==> config.mk <==
export PLATFORM = sky130hd
export DESIGN_NAME = seq_mult_16bit
export DESIGN_NICKNAME = d
export VERILOG_FILES = /design/src/rtl/seq_mult_16bit.sv
export SDC_FILE = /design/constraint.sdc
export NUM_CORES = 1
export LEC_CHECK = 0
export CORE_UTILIZATION = 59
export CTS_BUF_LIST = sky130_fd_sc_hd__clkbuf_16
export DETAILED_ROUTE_END_ITERATION = 10
export PLACE_DENSITY_LB_ADDON = 0.12
export SYNTH_ARGS = -nofsm -noshare
export SYNTH_HDL_FRONTEND = slang
export SYNTH_SLANG_ARGS = --single-unit
==> constraint.sdc <==
create_clock -name clk -period 5.4 [get_ports clk]
set_clock_uncertainty 0.15 [all_clocks]
set_input_delay 0.54 -clock clk [delete_from_list [all_inputs] [get_ports clk]]
set_output_delay 0.54 -clock clk [all_outputs]
set_load 0.01 [all_outputs]
==> src/rtl/seq_mult_16bit.sv <==
// Iterative shift-add multiplier: one WIDTH-bit add per BUSY cycle, full product
// plus a saturated WIDTH-bit result and overflow flag, valid/ready on both sides.
module seq_mult_16bit #(
  parameter int WIDTH = 16
) (
  input  logic               clk,
  input  logic               rst,
  input  logic               in_valid,
  output logic               in_ready,
  input  logic [WIDTH-1:0]   a,
  input  logic [WIDTH-1:0]   b,
  input  logic               in_signed,
  output logic               out_valid,
  input  logic               out_ready,
  output logic [2*WIDTH-1:0] product,
  output logic [WIDTH-1:0]   sat,
  output logic               ovfl
);

  localparam int CW = $clog2(WIDTH);

  typedef enum logic [1:0] {IDLE, BUSY, FIX, DONE} state_t;

  state_t               state_r, state_s;
  logic [WIDTH-1:0]     mcand_r, acc_hi_r, acc_lo_r;
  logic [CW-1:0]        count_r;
  logic                 neg_r, signed_r;
  logic [WIDTH:0]       sum_s;
  logic [2*WIDTH-1:0]   product_r;
  logic [WIDTH-1:0]     sat_r;
  logic                 ovfl_r, out_valid_r, in_ready_r;
  logic [WIDTH:0]       sat_res_s;

  function automatic logic [WIDTH-1:0] magnitude(input logic [WIDTH-1:0] x, input logic sgn);
    logic [WIDTH-1:0] m;
    if (sgn && x[WIDTH-1]) m = ~x + WIDTH'(1);
    else                   m = x;
    return m;
  endfunction

  // Returns {ovfl, sat}; signed fit means the top WIDTH+1 bits are all equal.
  function automatic logic [WIDTH:0] saturate(input logic [2*WIDTH-1:0] p, input logic sgn);
    logic [WIDTH:0] r;
    if (sgn) begin
      if ((&p[2*WIDTH-1:WIDTH-1]) || !(|p[2*WIDTH-1:WIDTH-1])) r = {1'b0, p[WIDTH-1:0]};
      else if (p[2*WIDTH-1])                                  r = {1'b1, 1'b1, {(WIDTH-1){1'b0}}};
      else                                                    r = {1'b1, 1'b0, {(WIDTH-1){1'b1}}};
    end else begin
      if (|p[2*WIDTH-1:WIDTH]) r = {1'b1, {WIDTH{1'b1}}};
      else                     r = {1'b0, p[WIDTH-1:0]};
    end
    return r;
  endfunction

  // Partial-product adder and saturation of the registered product
  always_comb begin
    sum_s     = {1'b0, acc_hi_r} + (acc_lo_r[0] ? {1'b0, mcand_r} : {(WIDTH+1){1'b0}});
    sat_res_s = saturate(product_r, signed_r);
  end

  // Next-state logic
  always_comb begin
    state_s = state_r;
    case (state_r)
      IDLE: begin
        if (in_valid && in_ready_r) state_s = BUSY;
        else                        state_s = IDLE;
      end
      BUSY: begin
        if (count_r == CW'(WIDTH-1)) state_s = FIX;
        else                         state_s = BUSY;
      end
      FIX:  state_s = DONE;
      DONE: begin
        if (out_valid_r && out_ready) state_s = IDLE;
        else                          state_s = DONE;
      end
      default: state_s = IDLE;
    endcase
  end

  // State register
  always_ff @(posedge clk or posedge rst) begin
    if (rst) state_r <= IDLE;
    else     state_r <= state_s;
  end

  // Datapath and registered outputs; sat/ovfl come from the registered product,
  // so out_valid rises on the first DONE cycle edge.
  always_ff @(posedge clk or posedge rst) begin
    if (rst) begin
      mcand_r     <= {WIDTH{1'b0}};
      acc_hi_r    <= {WIDTH{1'b0}};
      acc_lo_r    <= {WIDTH{1'b0}};
      count_r     <= {CW{1'b0}};
      neg_r       <= 1'b0;
      signed_r    <= 1'b0;
      product_r   <= {(2*WIDTH){1'b0}};
      sat_r       <= {WIDTH{1'b0}};
      ovfl_r      <= 1'b0;
      out_valid_r <= 1'b0;
      in_ready_r  <= 1'b1;
    end else begin
      in_ready_r <= (state_s == IDLE);
      case (state_r)
        IDLE: begin
          if (in_valid && in_ready_r) begin
            mcand_r  <= magnitude(a, in_signed);
            acc_lo_r <= magnitude(b, in_signed);
            acc_hi_r <= {WIDTH{1'b0}};
            count_r  <= {CW{1'b0}};
            neg_r    <= in_signed & (a[WIDTH-1] ^ b[WIDTH-1]);
            signed_r <= in_signed;
          end
        end
        BUSY: begin
          acc_hi_r <= sum_s[WIDTH:1];
          acc_lo_r <= {sum_s[0], acc_lo_r[WIDTH-1:1]};
          count_r  <= count_r + CW'(1);
        end
        FIX: begin
          if (neg_r) product_r <= ~{acc_hi_r, acc_lo_r} + (2*WIDTH)'(1);
          else       product_r <= {acc_hi_r, acc_lo_r};
        end
        DONE: begin
          if (!out_valid_r) begin
            sat_r       <= sat_res_s[WIDTH-1:0];
            ovfl_r      <= sat_res_s[WIDTH];
            out_valid_r <= 1'b1;
          end else if (out_ready) begin
            out_valid_r <= 1'b0;
          end
        end
        default: out_valid_r <= 1'b0;
      endcase
    end
  end

  assign in_ready  = in_ready_r;
  assign out_valid = out_valid_r;
  assign product   = product_r;
  assign sat       = sat_r;
  assign ovfl      = ovfl_r;

endmodule

# Word-level counts from Yosys, hierarchy flattened

Cells that the tools add are included.
Widths: inputs -> output; s select.

$add $sub $neg: 5
Multiply operators: 0
Divide/modulo/power cells: 0
Order comparisons: 0
Equality and inequality tests: 5
Shift-type cells: 0
Multiplexer cells: 20
Bitwise operators: 6
Reductions and logical operators: 15

Operator list:

| kind                  | count |
|---|---|
| $mux 16               | 6 |
| $pmux 16 s2           | 2 |
| $mux 17               | 3 |
| $add 16x1->16 const B | 2 |
| $add 32x1->32 const B | 1 |
| $mux 32               | 1 |
| $not 16->16           | 2 |
| $not 32->32           | 1 |
| $add 16x16->17        | 1 |
| $reduce_and 17->1     | 1 |
| $reduce_or 17->1      | 1 |
| $reduce_or 16->1      | 1 |
| $pmux 2 s4            | 1 |
| $pmux 4 s2            | 1 |
| $reduce_and 2->1      | 3 |
| $add 4x1->4 const B   | 1 |
| $eq 2x2->1 const B    | 2 |
| $eq 4x4->1 const B    | 1 |
| $logic_and 1x1->1     | 4 |
| $logic_not 2->1       | 2 |
| $mux 2                | 2 |
| $mux 4                | 1 |
| $mux 1                | 3 |
| $eq 2x1->1 const B    | 1 |
| other kinds (7)       | 7 |

Register bits after elaboration: 107
Bits in latches: 0
Memory bits (writable): 0
Bits in read-only memories: 0
Bits of input ports: 37
Output and inout bits: 51
Word-level logic and storage cells: 63
Memories: 0

# Longest topological paths before layout

Depth after elaboration: 5
Depth in mapped cells: 12
Depth with buffers taken out: 10

# Worst setup path before layout

OpenSTA, ideal clock, no wires.

Kind: register to register
From: reg acc_lo_r[0]
To: reg acc_hi_r[7]
Library setup time: 0.122 ns
Arrival time: 2.578 ns
Data required time: 5.128 ns
Path slack: 2.550 ns
Cell stages (with the launch flop): 13
Buffers on the path: 2
Clock period less this slack: 2.850 ns
Path through: dfrtp_1 -> clkbuf_1 -> clkbuf_1 -> and2_1 -> ha_1 -> inv_1 -> fa_1 -> nor2b_1 -> o31a_1 -> o21a_1 -> o311a_1 -> or3_1 -> a32o_1

Cells in the longest elaborated chain, start to end: 3

Ends and longest elaborated chain:

| item                     | RTL line | RTL |
|---|---|---|
| start: declaration       | 25       | `logic [WIDTH-1:0] mcand_r, acc_hi_r, acc_lo_r;` |
| start signal: assignment | 94       | `acc_lo_r <= {WIDTH{1'b0}};` |
| start signal: assignment | 109      | `acc_lo_r <= magnitude(b, in_signed);` |
| start signal: assignment | 118      | `acc_lo_r <= {sum_s[0], acc_lo_r[WIDTH-1:1]};` |
| $mux 16                  | 57       | `sum_s = {1'b0, acc_hi_r} + (acc_lo_r[0] ? {1'b0, mcand_r} : {(WIDTH+1){1'b0}});` |
| $add 16x16->17           | 57       |  |
| $pmux 16 s2              | 105      | `case (state_r)` |
| end signal: assignment   | 93       | `acc_hi_r <= {WIDTH{1'b0}};` |
| end signal: assignment   | 110      | `acc_hi_r <= {WIDTH{1'b0}};` |
| end signal: assignment   | 117      | `acc_hi_r <= sum_s[WIDTH:1];` |
| end: declaration         | 25       |  |

Every way passes these cells.
A chain may end at the register's enable or synchronous reset.

# Worst setup path after layout

From: reg acc_lo_r[0]
To: reg acc_hi_r[11]

Same word-level chain as after synthesis.

==> impl_metrics.tcl <==
set metrics [dict create \
    status "complete, no violations" \
    syn_area_per_cell_sq_um 8.677 \
    slew_violations 0 \
    p_int_mw 2.410 \
    relSlewSlack_pct 24.70 \
    drc_errors 0 \
    setup_viol 0 \
    p_leak_nw 3.290 \
    ys_ff_latch 107 \
    die_w_um 104.9 \
    cts_resized 0 \
    routed_wl_um 14410 \
    combPwrFrac_pct 43.9 \
    cts_root_buf "clkbuf_16" \
    fillerInstances 798 \
    ys.warnings.count 0 \
    clk_pin_slew_ns 0.07 \
    syn-num-nets 778 \
    antenna_found_initial 0 \
    max_freq_mhz 334.5 \
    grt_max_degree 65 \
    initial_core_util_pct 60.79 \
    num_rows 37 \
    vias 5469 \
    ys_types 54 \
    p_sw_mw 1.617 \
    portBuffers 87 \
    power_density_nw_per_um2 535.6 \
    grt_pass1_wl_um 24400 \
    swShare_pct 40.15 \
    synth_ff_type "dfrtp_1" \
    final_util_pct 73.16 \
    grt_usage_pct 27.74 \
    critPathArrivalTime_ns 3.08 \
    grt_setup_unrepaired "false" \
    ant_nets 0 \
    cp.required_ns 5.49 \
    numCtsBuffers 9 \
    core_sq_um 10280 \
    finalHoldViolCount 0 \
    dp_hpwl_um 10900 \
    antennaDiodeCount 0 \
    grt_pass1_vias 5054 \
    cts_tree "yes" \
    cts.hold.buffers_added 0 \
    ys_seq_area_share_pct 42.88 \
    cts_sinks 107 \
    fin_crit_sh_pct 55.36 \
    cp_max_fo 20 \
    netlist_area_sq_um 6247 \
    die_area_sq_um 11000 \
    htreeDepth 3 \
    worstSetupPathType "flop to flop" \
    power.share.clock_pct 17.3 \
    die_height_um 104.9 \
    synth-edff-count 0 \
    vias_per_cell 5.893 \
    gp_congestion 0.9327 \
    clk_latency_ns 0.35 \
    first_pass_iters 5 \
    syn2layout_area_growth_pct 20.35 \
    drtIter0Drc 313 \
    endpoint_kind "flop" \
    netlist_instances 720 \
    wl_per_cell_um 15.52 \
    finalSetupTns_ns 0 \
    grt_overflow_total 0 \
    period_minus_slack_ns 2.989 \
    cts_setup_buffers 0 \
    cts.path.max_buffers 2 \
    final_nets 845 \
    io_pins 88 \
    synthArstFlopShare_pct 100.0 \
    hold_class "flop to flop" \
    pwr-share-seq_pct 38.8 \
    worstMarginPinSlew_ns 1.129 \
    irDropWorstVdd_v 0.0003307 \
    drv_cap 0 \
    drive_above_1_share_pct 4.040 \
    worst_setup_path_start_kind "flop" \
]
placed cells by master (no fill, tap or decap), types with 5 or more instances in the layout:
master	instances
a31oi_1	5
a22oi_1	12
or3_1	8
clkdlybuf4s50_1	87
a21oi_1	25
o31ai_1	11
ha_1	20
nor3_1	10
nor2_1	43
xor2_1	38
buf_4	5
inv_1	17
nand2_1	114
a211oi_1	5
dfrtp_1	106
o21ai_0	115
nand3_1	16
clkbuf_16	9
and2_1	20
o21a_1	6
xnor2_1	28
and3_1	5
a21o_1	5
nand4_1	8
nor2b_1	5
nand2b_1	6
nor4_1	9
logic make-up after synthesis:
logic type | Yosys count | share of synthesized area (%)
and+or+nand+nor | 259 | 19.55
buffers and inverters | 53 | 3.184
xor gates and xnor gates | 66 | 9.253
AOI/OAI and AO/OA | 213 | 20.65
adders and majority gates | 21 | 4.326
DFF | 107 | 42.88
muxes | 1 | 0.1602
through the flow:
stage          power [mW]  cell area (sq um)  worst slack [ns]  hold WS (ns)  cells
2_1_floorplan       2.608               6247             1.894        0.2883    720
3_3_place_gp        3.251               7201             2.507        0.3036    912
3_5_place_dp        3.342               7201             2.452        0.3145    912
4_1_cts             4.040               7518             2.428        0.3300    928
5_1_grt             4.339               7518             2.264        0.3564    928
6_report            4.027               7518             2.411        0.3225    928
area by class of cell:
type / instances / area, sq um / area share (%)
clock buffers: 9 / 225.2 / 2.996
clock inverters: 7 / 92.59 / 1.231
inverters: 17 / 66.31 / 0.8820
multi-input cells: 560 / 3377 / 44.92
flip-flops and latches: 107 / 2679 / 35.63
well taps: 136 / 170.2 / 2.263
repair buffers: 92 / 908.4 / 12.08
power by group through the flow:
stage | clock, mW | combinational (mW) | sequential [mW]
floorplan | 0 | 1.11 | 1.50
global placement | 0 | 1.71 | 1.54
detailed placement | 0 | 1.77 | 1.57
CTS | 0.702 | 1.78 | 1.56
global route | 0.741 | 1.98 | 1.62
finish | 0.696 | 1.77 | 1.56
sequential cells by signal, summed over array words and instances (netlist names):
| name | cells |
|---|---|
| product | 32 |
| acc_hi_r | 16 |
| acc_lo_r | 16 |
| mcand_r | 16 |
| sat | 16 |
| count_r | 4 |
| state_r | 2 |
| in_ready | 1 |
| neg_r | 1 |
| out_valid | 1 |
| ovfl | 1 |
| signed_r | 1 |
synth_stat cells, types with 6 or more instances:
cell | number | share of area [%]
a21oi_1 | 25 | 2.0
nor4_1 | 9 | 0.90
or3_1 | 8 | 0.80
ha_1 | 20 | 4.0
and2_1 | 20 | 2.0
clkbuf_1 | 31 | 1.9
o21a_1 | 6 | 0.72
nand3_1 | 17 | 1.4
nand2b_1 | 7 | 0.70
o21ai_0 | 115 | 9.2
dfrtp_1 | 106 | 42
nand4_1 | 8 | 0.80
nor2_1 | 43 | 2.6
xnor2_1 | 28 | 3.9
nand2_1 | 114 | 6.8
xor2_1 | 38 | 5.3
nor3_1 | 10 | 0.80
a22oi_1 | 12 | 1.4
inv_1 | 17 | 1.0
o31ai_1 | 11 | 1.3
final timing paths:
check / end / slack (ns) / cells past startpoint / from
worst max-delay path: acc_hi_r[11] / 2.41 / 10 / acc_lo_r[0]
worst min-delay path: mcand_r[8] / 0.32 / 2 / mcand_r[8]
worst max register to register: acc_hi_r[11] / 2.41 / 10 / acc_lo_r[0]
worst min register to register: mcand_r[8] / 0.32 / 2 / mcand_r[8]
max in group asynchronous: acc_lo_r[10] / 3.53 / 3 / rst
min in group asynchronous: count_r[3] / 0.51 / 2 / rst
metal layers:
layer | share of wire (%) | wire length [um] | up-vias | GRT usage, %
met3 | 4.3 | 621 | 16 | 3.930
li1 | - | - | 2697 | -
met4 | 1.4 | 201 | 0 | 8.048
met1 | 47 | 6723 | 2602 | 39.33
met5 | 0 | 0 | - | 0
met2 | 48 | 6860 | 154 | 44.56
critical path: stages (launching register included):
cell and delay, ns:
dfrtp_1 0.55, and2_1 0.25, ha_1 0.21, inv_1 0.08, fa_1 0.21, nor2b_1 0.07
o31a_1 0.28, o211ai_1 0.31, a21oi_1 0.17, or3_1 0.37, a31o_2 0.23
(Power assumes the default switching activity.)
